[config.mk]
export PLATFORM = sky130hd
export DESIGN_NAME = tinyqv_bus_responder
export DESIGN_NICKNAME = d
export VERILOG_FILES = /design/src/rtl/tinyqv_bus_responder.sv
export SDC_FILE = /design/constraint.sdc
export NUM_CORES = 1
export LEC_CHECK = 0
export BUFFER_PORTS_ARGS = -buffer_cell sky130_fd_sc_hd__buf_2
export CORE_UTILIZATION = 52
export DETAILED_ROUTE_END_ITERATION = 8
export PLACE_DENSITY_LB_ADDON = 0.05
export SKIP_CTS_REPAIR_TIMING = 1
export SLEW_MARGIN = 10
export SYNTH_ARGS = -nofsm -noshare
export SYNTH_HDL_FRONTEND = slang
export SYNTH_SLANG_ARGS = --single-unit
[constraint.sdc]
create_clock -name clk -period 3 [get_ports clk]
set_clock_uncertainty 0.1 [all_clocks]
set_input_delay 0.45 -clock clk [delete_from_list [all_inputs] [get_ports clk]]
set_output_delay 0.45 -clock clk [all_outputs]
set_load 0.01 [all_outputs]
[src/rtl/tinyqv_bus_responder.sv]
// Bus responder for the CPU's external-device port: 64-byte window, scratch register, byte FIFO.
// Latency WAIT_CYCLES+1 from request capture to data_ready; one transaction per WAIT_CYCLES+3 cycles; FIFO pops on read completion.
module tinyqv_bus_responder #(
    parameter logic [27:0] BASE_ADDR   = 28'h800_0000,
    parameter int          WAIT_CYCLES = 1,
    parameter int          FIFO_DEPTH  = 4
) (
    input  logic        clk,
    input  logic        rstn,
    input  logic [27:0] data_addr,
    input  logic [1:0]  data_write_n,
    input  logic [1:0]  data_read_n,
    input  logic        data_read_complete,
    input  logic [31:0] data_out,
    output logic        data_ready,
    output logic [31:0] data_in,
    output logic        fifo_irq
);

    localparam int PW = (FIFO_DEPTH > 1) ? $clog2(FIFO_DEPTH) : 1;
    localparam int CW = PW + 1;
    localparam logic [3:0]    WAIT_INIT = (WAIT_CYCLES > 0) ? 4'(WAIT_CYCLES - 1) : 4'd0;
    localparam logic [CW-1:0] FULL_CNT  = CW'(FIFO_DEPTH);

    localparam logic [3:0] REG_SCRATCH = 4'h0;
    localparam logic [3:0] REG_FIFO    = 4'h1;
    localparam logic [3:0] REG_STATUS  = 4'h2;
    localparam logic [3:0] REG_CTRL    = 4'h3;

    typedef enum logic [1:0] {S_IDLE, S_WAIT, S_RESP, S_TURN} state_t;

    state_t        r_state;
    state_t        w_next;
    logic [3:0]    r_wcnt;
    logic [3:0]    w_wcnt_next;
    logic          w_capture;

    logic [5:0]    r_off;
    logic [1:0]    r_size;
    logic          r_is_wr;
    logic [31:0]   r_wdata;

    logic [31:0]   r_scratch;
    logic [31:0]   w_scratch_next;

    logic [7:0]    r_mem [FIFO_DEPTH];
    logic [PW-1:0] r_wr_ptr;
    logic [PW-1:0] r_rd_ptr;
    logic [CW-1:0] r_count;
    logic          r_ovf;
    logic          r_pop_pend;

    logic          w_hit;
    logic          w_req_wr;
    logic          w_resp;
    logic [3:0]    w_reg;
    logic          w_commit;
    logic          w_push_req;
    logic          w_push;
    logic          w_pop;
    logic          w_flush;
    logic          w_arm;
    logic          w_empty;
    logic          w_full;
    logic [3:0]    w_cnt4;
    logic [31:0]   w_rdata;

    assign w_hit    = (data_addr[27:6] == BASE_ADDR[27:6]) &&
                      ((data_write_n != 2'b11) || (data_read_n != 2'b11));
    assign w_req_wr = (data_write_n != 2'b11);

    always_comb begin
        w_next      = r_state;
        w_wcnt_next = r_wcnt;
        w_capture   = 1'b0;
        case (r_state)
            S_IDLE: begin
                if (w_hit) begin
                    w_capture = 1'b1;
                    if (WAIT_CYCLES == 0) begin
                        w_next = S_RESP;
                    end else begin
                        w_next      = S_WAIT;
                        w_wcnt_next = WAIT_INIT;
                    end
                end
            end
            S_WAIT: begin
                if (r_wcnt == 4'd0) begin
                    w_next = S_RESP;
                end else begin
                    w_wcnt_next = r_wcnt - 4'd1;
                end
            end
            S_RESP:  w_next = S_TURN;
            default: w_next = S_IDLE;
        endcase
    end

    always_ff @(posedge clk or negedge rstn) begin
        if (!rstn) begin
            r_state <= S_IDLE;
            r_wcnt  <= 4'd0;
            r_off   <= 6'd0;
            r_size  <= 2'b11;
            r_is_wr <= 1'b0;
            r_wdata <= 32'd0;
        end else begin
            r_state <= w_next;
            r_wcnt  <= w_wcnt_next;
            if (w_capture) begin
                r_off   <= data_addr[5:0];
                r_size  <= w_req_wr ? data_write_n : data_read_n;
                r_is_wr <= w_req_wr;
                r_wdata <= data_out;
            end
        end
    end

    assign w_resp     = (r_state == S_RESP);
    assign w_reg      = r_off[5:2];
    assign w_commit   = w_resp && r_is_wr;
    assign w_empty    = (r_count == '0);
    assign w_full     = (r_count == FULL_CNT);
    assign w_push_req = w_commit && (w_reg == REG_FIFO);
    assign w_push     = w_push_req && !w_full;
    assign w_flush    = w_commit && (w_reg == REG_CTRL) && r_wdata[0];
    assign w_pop      = r_pop_pend && data_read_complete && !w_empty;
    assign w_arm      = w_resp && !r_is_wr && (w_reg == REG_FIFO) && !w_empty;
    assign w_cnt4     = 4'(r_count);

    always_comb begin
        w_scratch_next = r_scratch;
        case (r_size)
            2'b00:   w_scratch_next[8*r_off[1:0] +: 8] = r_wdata[7:0];
            2'b01:   w_scratch_next[16*r_off[1] +: 16] = r_wdata[15:0];
            default: w_scratch_next = r_wdata;
        endcase
    end

    always_ff @(posedge clk or negedge rstn) begin
        if (!rstn) begin
            r_scratch <= 32'd0;
        end else if (w_commit && (w_reg == REG_SCRATCH)) begin
            r_scratch <= w_scratch_next;
        end
    end

    // Flush has priority over a same-cycle pop; push and flush never coincide.
    always_ff @(posedge clk or negedge rstn) begin
        if (!rstn) begin
            r_wr_ptr <= '0;
            r_rd_ptr <= '0;
            r_count  <= '0;
            r_ovf    <= 1'b0;
        end else if (w_flush) begin
            r_wr_ptr <= '0;
            r_rd_ptr <= '0;
            r_count  <= '0;
            r_ovf    <= 1'b0;
        end else begin
            if (w_push) begin
                r_wr_ptr <= r_wr_ptr + 1'b1;
            end
            if (w_pop) begin
                r_rd_ptr <= r_rd_ptr + 1'b1;
            end
            if (w_push && !w_pop) begin
                r_count <= r_count + 1'b1;
            end else if (!w_push && w_pop) begin
                r_count <= r_count - 1'b1;
            end
            if (w_push_req && w_full) begin
                r_ovf <= 1'b1;
            end
        end
    end

    always_ff @(posedge clk) begin
        if (w_push) begin
            r_mem[r_wr_ptr] <= r_wdata[7:0];
        end
    end

    // A new arm in the same cycle as a completion replaces the consumed one.
    always_ff @(posedge clk or negedge rstn) begin
        if (!rstn) begin
            r_pop_pend <= 1'b0;
        end else if (w_arm) begin
            r_pop_pend <= 1'b1;
        end else if (data_read_complete && r_pop_pend) begin
            r_pop_pend <= 1'b0;
        end
    end

    always_comb begin
        w_rdata = 32'd0;
        if (w_resp && !r_is_wr) begin
            case (w_reg)
                REG_SCRATCH: w_rdata = r_scratch >> {r_off[1:0], 3'b000};
                REG_FIFO:    w_rdata = w_empty ? 32'd0 : {24'd0, r_mem[r_rd_ptr]};
                REG_STATUS:  w_rdata = {24'd0, w_cnt4, 1'b0, r_ovf, w_full, w_empty};
                default:     w_rdata = 32'd0;
            endcase
        end
    end

    assign data_ready = w_resp;
    assign data_in    = w_rdata;
    assign fifo_irq   = !w_empty;

endmodule

# After elaboration in Yosys (flattened, before gate mapping)
# Memories as Yosys holds them, arrays and structs flattened.
# Cells that the tools add are included.
# word_totals
mem_bits_rw,32
register_bits,88
memories,1
wordCells,100
out_inout_bits,34
inputBits,67
# memory_table
name,depth,width,read_ports,rd_ports_with_merged_regs,wr,line_no,text
r_mem,4,8,1,0,1,46,logic [7:0] r_mem [FIFO_DEPTH];
# op_classes
n_eq_ne,13
reduce_logical,34
mux,28
shift,5
addsub,7
# ops
cell,n
32-bit case mux with 3 select lines,1
5-bit negator with 34-bit output,2
32-bit bitwise mux,2
32-bit case mux with 2 select lines,1
"16-bit by 34-bit variable shift with 32-bit output, first input constant",1
"8-bit by 34-bit variable shift with 32-bit output, first input constant",1
16-bit by 34-bit variable part select with 32-bit output,1
8-bit by 34-bit variable part select with 32-bit output,1
32-bit 2-to-1 mux,1
32-bit by 5-bit right shift with 32-bit output,1
"22-bit == test, second input constant",1
1-bit logical AND,15
2-bit 2-to-1 mux,7
"2-bit inequality test, second input constant",5
2-bit nonzero test,5
3-bit 2-to-1 mux,3
"4-bit by 2-bit == test with 1-bit output, second input constant",2
4-bit zero test,2
1-bit 2-to-1 mux,8
4-bit 2-to-1 mux,2
8-bit 2-to-1 mux,1
4-bit case mux with 2 select lines,1
2-bit case mux with 3 select lines,1
1-bit zero test,5
other kinds (14),17

# Longest topological paths before layout
# depth
word_depth,9
depth_mapped,9
mapped_depth_nobuf,9

# Least setup slack after synthesis
# Ideal clock, no wire load.
# synth_timing
path_kind,register to register
startpoint,reg r_off[0]
endpoint,reg r_scratch[16]
required_ns,2.817
n_path_buf,2
stages_incl_launch_ff,10
path_slack_ns,0.410
setup_time_ns,0.083
t_arrival_ns,2.407
period_less_slack_ns,2.590
cell_sequence,dfrtp_1 buf_2 buf_1 inv_1 ha_1 nor4_1 nand2_1 nor3b_2 a222oi_1 o21ai_0
# synth_between
elab_chain_cells,4
word_cells_on_any_way,5
classes_between,add/sub (1); shift (2); mux (2)
# synth_lines
item,line_no,text
start: declaration,38,logic [5:0] r_off;
start signal: assignment,112,r_off <= data_addr[5:0];
5-bit negator with 34-bit output *,135,2'b00: w_scratch_next[8*r_off[1:0] +: 8] = r_wdata[7:0];
8-bit by 34-bit variable part select with 32-bit output / 8-bit by 34-bit variable shift with 32-bit output (equally long branches),135,
32-bit bitwise mux *,135,
32-bit case mux with 2 select lines *,134,case (r_size)
end signal: assignment,145,r_scratch <= w_scratch_next;
end: declaration,43,logic [31:0] r_scratch;
# Every way passes the cells marked *; elsewhere a longest branch is shown, timed or not.
# A chain may end at the register's enable or synchronous reset.

# Final worst setup path
# layout_timing
startpoint,reg r_state[0]
endpoint,out data_in[0]
# layout_between
elab_chain_cells,3
# layout_lines
item,line_no,text
start: declaration,32,state_t r_state;
start signal: assignment,109,r_state <= w_next;
2-bit == test,120,assign w_resp = (r_state == S_RESP);
1-bit logical AND,198,if (w_resp && !r_is_wr) begin
32-bit 2-to-1 mux,198,
end: declaration,16,"output logic [31:0] data_in,"
# Every way passes these cells.

==> results.md <==
* Syn Area/Cell at 10.11 um2
* WHS Path Cells at 3
* Clk slew on worst S/H paths at 0.05 ns
* Largest net degree at the start of global routing at 54
* Vias in the first global route at 4941
* Area contributors post-synth: dfrtp_1 34%, edfxtp_1 15%, nand2_1 9.9%
* Die H at 111.6 um
* RSZ-0062 raised after global routing: false
* Wirelength per Cell at 18.61 um
* Static leakage at 3.546 nW
* Core Area at 11560 um2
* Status: complete, but fails checks
* CTS buffer count at 17
* Crit path from: r_state[0]$_DFFE_PN0P_
* Final count of negative-setup-slack endpoints at 0
* Layout Nets at 801
* TritonCTS clock tree: built
* R2R setup slack at 0.46 ns
* Grt total ovfl at 0
* CP arrival at 2.27 ns
* Top cells by count, synth: 164 x nand2_1, 86 x dfrtp_1, 32 x edfxtp_1
* CTS root buf: clkbuf_16
* Cell area after synthesis at 6246 um2
* Hold endpoint: r_wdata[15]$_DFFE_PN0P_
* Global-route wire length before repair at 26540 um
* Die area at 12450 um2
* # rows at 39
* Top_reg_cell synth: dfrtp_1
* Achievable clock frequency at 354.0 MHz
* Post-synth EDFFs at 32
* Hold Crit Class: in2reg
* Total GRT Usage at 0.2834
* FF-to-FF path depth at 7
* Tmin final at 2.825 ns
* Drt total wl at 16270 um
* Post-Synthesis Cells at 618
* CP Launch Type: flip-flop
* PwrDens at 521.0 nW/um2
* H-tree depth at 4
* Max Slew Vio Count at 0
* Reg-to-reg startpoint: r_count[0]$_DFFE_PN0P_
* ANT cells at 0
* Ratio of final minimum period to clock period at 0.9416
* Layout cells sized above 1 at 0.2503
* Worst reg2reg path endpoint: r_count[2]$_DFFE_PN0P_
* Initial antenna violation count at 0
* Yosys warnings at 0
* Chip width at 111.6 um
* Post-route ant nets at 0
* Fill cell count at 945
* WS Path Type: reg2out
* Initial core utilization at 0.5401
* Hold wc startpoint: data_out[15]
* Worst hold slack at 0.1293 ns
* Number of port buffers at 100
* Fin util at 0.6524
* Total power at 3.931 mW
* Max Cap Violations at 0
* Post-synthesis register bit count at 120
* Leading area contributor after synthesis: dfrtp_1
* Top-count cell post-synth: nand2_1
* Drt drc at 8
* Io pins at 101
* Clk buf depth at 2
* Unique masters post-synth at 52
* Via count at 5126
* Worst-margin pin slew at 1.026 ns
* Drt via density at 5.865
* CP Max Fanout at 6
* Clock Latency Late Sink at 0.42 ns
* Syn-to-layout area delta at 20.79%
* Worst setup EP type: output pin
* Ys async rst share at 0.7333
* Synth top area share at 0.3446
* DRT Pass-1 Iters at 9
* Critical Path RT at 2.45 ns
* Failing checks: design-rule violations
* HPWL Detailed at 11370 um
* Final hold viol count at 0
* Sequential cell area fraction in the yosys report at 0.5068
* Gpl congestion at 0.8719
* TritonCTS Sinks at 120
* DRT iter0 DRCs at 625
* Syn nets at 701
* Max-slew headroom at 0.3103
* Final setup TNS at 0 ns
* VDD IR-drop max at 0.0003682 V
[power breakdown]
| part | switching [mW] | total, mW | internal, mW | leakage [nW] |
|---|---|---|---|---|
| registers | 0.0351 | 1.72 | 1.68 | 1.42 |
| clock network | 0.692 | 2.09 | 1.40 | 0.314 |
| logic | 0.0577 | 0.123 | 0.0652 | 1.81 |
[metrics by stage]
stage / worst slack (ns) / instances / cell area (um2)
final: 0.1753 / 874 / 7545
after global routing: 0.04850 / 874 / 7545
after CTS: -0.04555 / 872 / 7515
after detailed placement: 0.4058 / 840 / 6893
after global placement: 0.5100 / 840 / 6893
after floorplan: 0.4105 / 618 / 6246
[state kept, by name (all words and copies together) (netlist names), 2 cells and up]
register	cells
r_state	2
r_scratch	32
r_wdata	32
r_wcnt	4
r_off	6
r_count	3
r_rd_ptr	2
r_wr_ptr	2
r_size	2
r_mem	32
[placed cells by master (no fill, tap or decap), types with 6 or more instances in the layout]
master,n
mux2i_1,18
a222oi_1,16
inv_1,23
and2_1,21
buf_2,99
nor2b_1,11
ha_1,14
nor4_1,8
nand3_1,11
mux2_2,19
a21oi_1,8
edfxtp_1,32
a22oi_1,8
buf_4,9
dfrtp_1,86
mux4_2,8
clkbuf_8,6
nand2_1,164
a211oi_1,17
clkbuf_16,18
a22o_1,9
o21ai_0,27
nor2_1,24
o22ai_1,13
[per-layer routing]
layer  GRT usage  share of wire  routed length (um)  vias to the layer above
met5           0              0                   0                        -
met2      0.4238           0.45                7360                      226
li1            -              -                   -                     2412
met3     0.06478          0.073                1184                       25
met4      0.1180          0.018                 300                        0
met1      0.4004           0.46                7422                     2463
[how the worst max path moves through the flow]
stage	end	slack [ns]	cells past startpoint
after detailed placement	data_in[25]	0.41	6
after CTS	data_in[25]	-0.05	6
after global placement	data_in[27]	0.51	6
final	data_in[0]	0.18	6
after floorplan	r_scratch[16]$_DFFE_PN0P_	0.41	9
after global routing	data_in[28]	0.05	8
[cell type report]
class / instances / area [um2] / area share
Clock inverter: 7 / 85.08 / 0.01128
Timing Repair Buffer: 111 / 613.1 / 0.08126
Multi-Input combinational cell: 445 / 2879 / 0.3816
Sequential cell: 120 / 3166 / 0.4196
Clock buffer: 25 / 536.8 / 0.07114
Inverter: 23 / 86.33 / 0.01144
Tap cell: 143 / 178.9 / 0.02371
[cells by family after synthesis]
family / count (synthesis) / synth area share
simple gates: 268 / 0.1989
flops: 120 / 0.5068
compound gates: 110 / 0.1254
buf+inv: 53 / 0.03525
mux: 45 / 0.09195
fa+ha+maj: 16 / 0.03325
xor+xnor: 6 / 0.008413
[critical path: stages (launching register included)]
cell	delay [ns]
dfrtp_1	0.40
inv_1	0.10
ha_2	0.25
nand2b_2	0.13
or4_1	0.57
o22ai_1	0.23
buf_2	0.17
No activity file was read; power rests on OpenSTA's default activity.
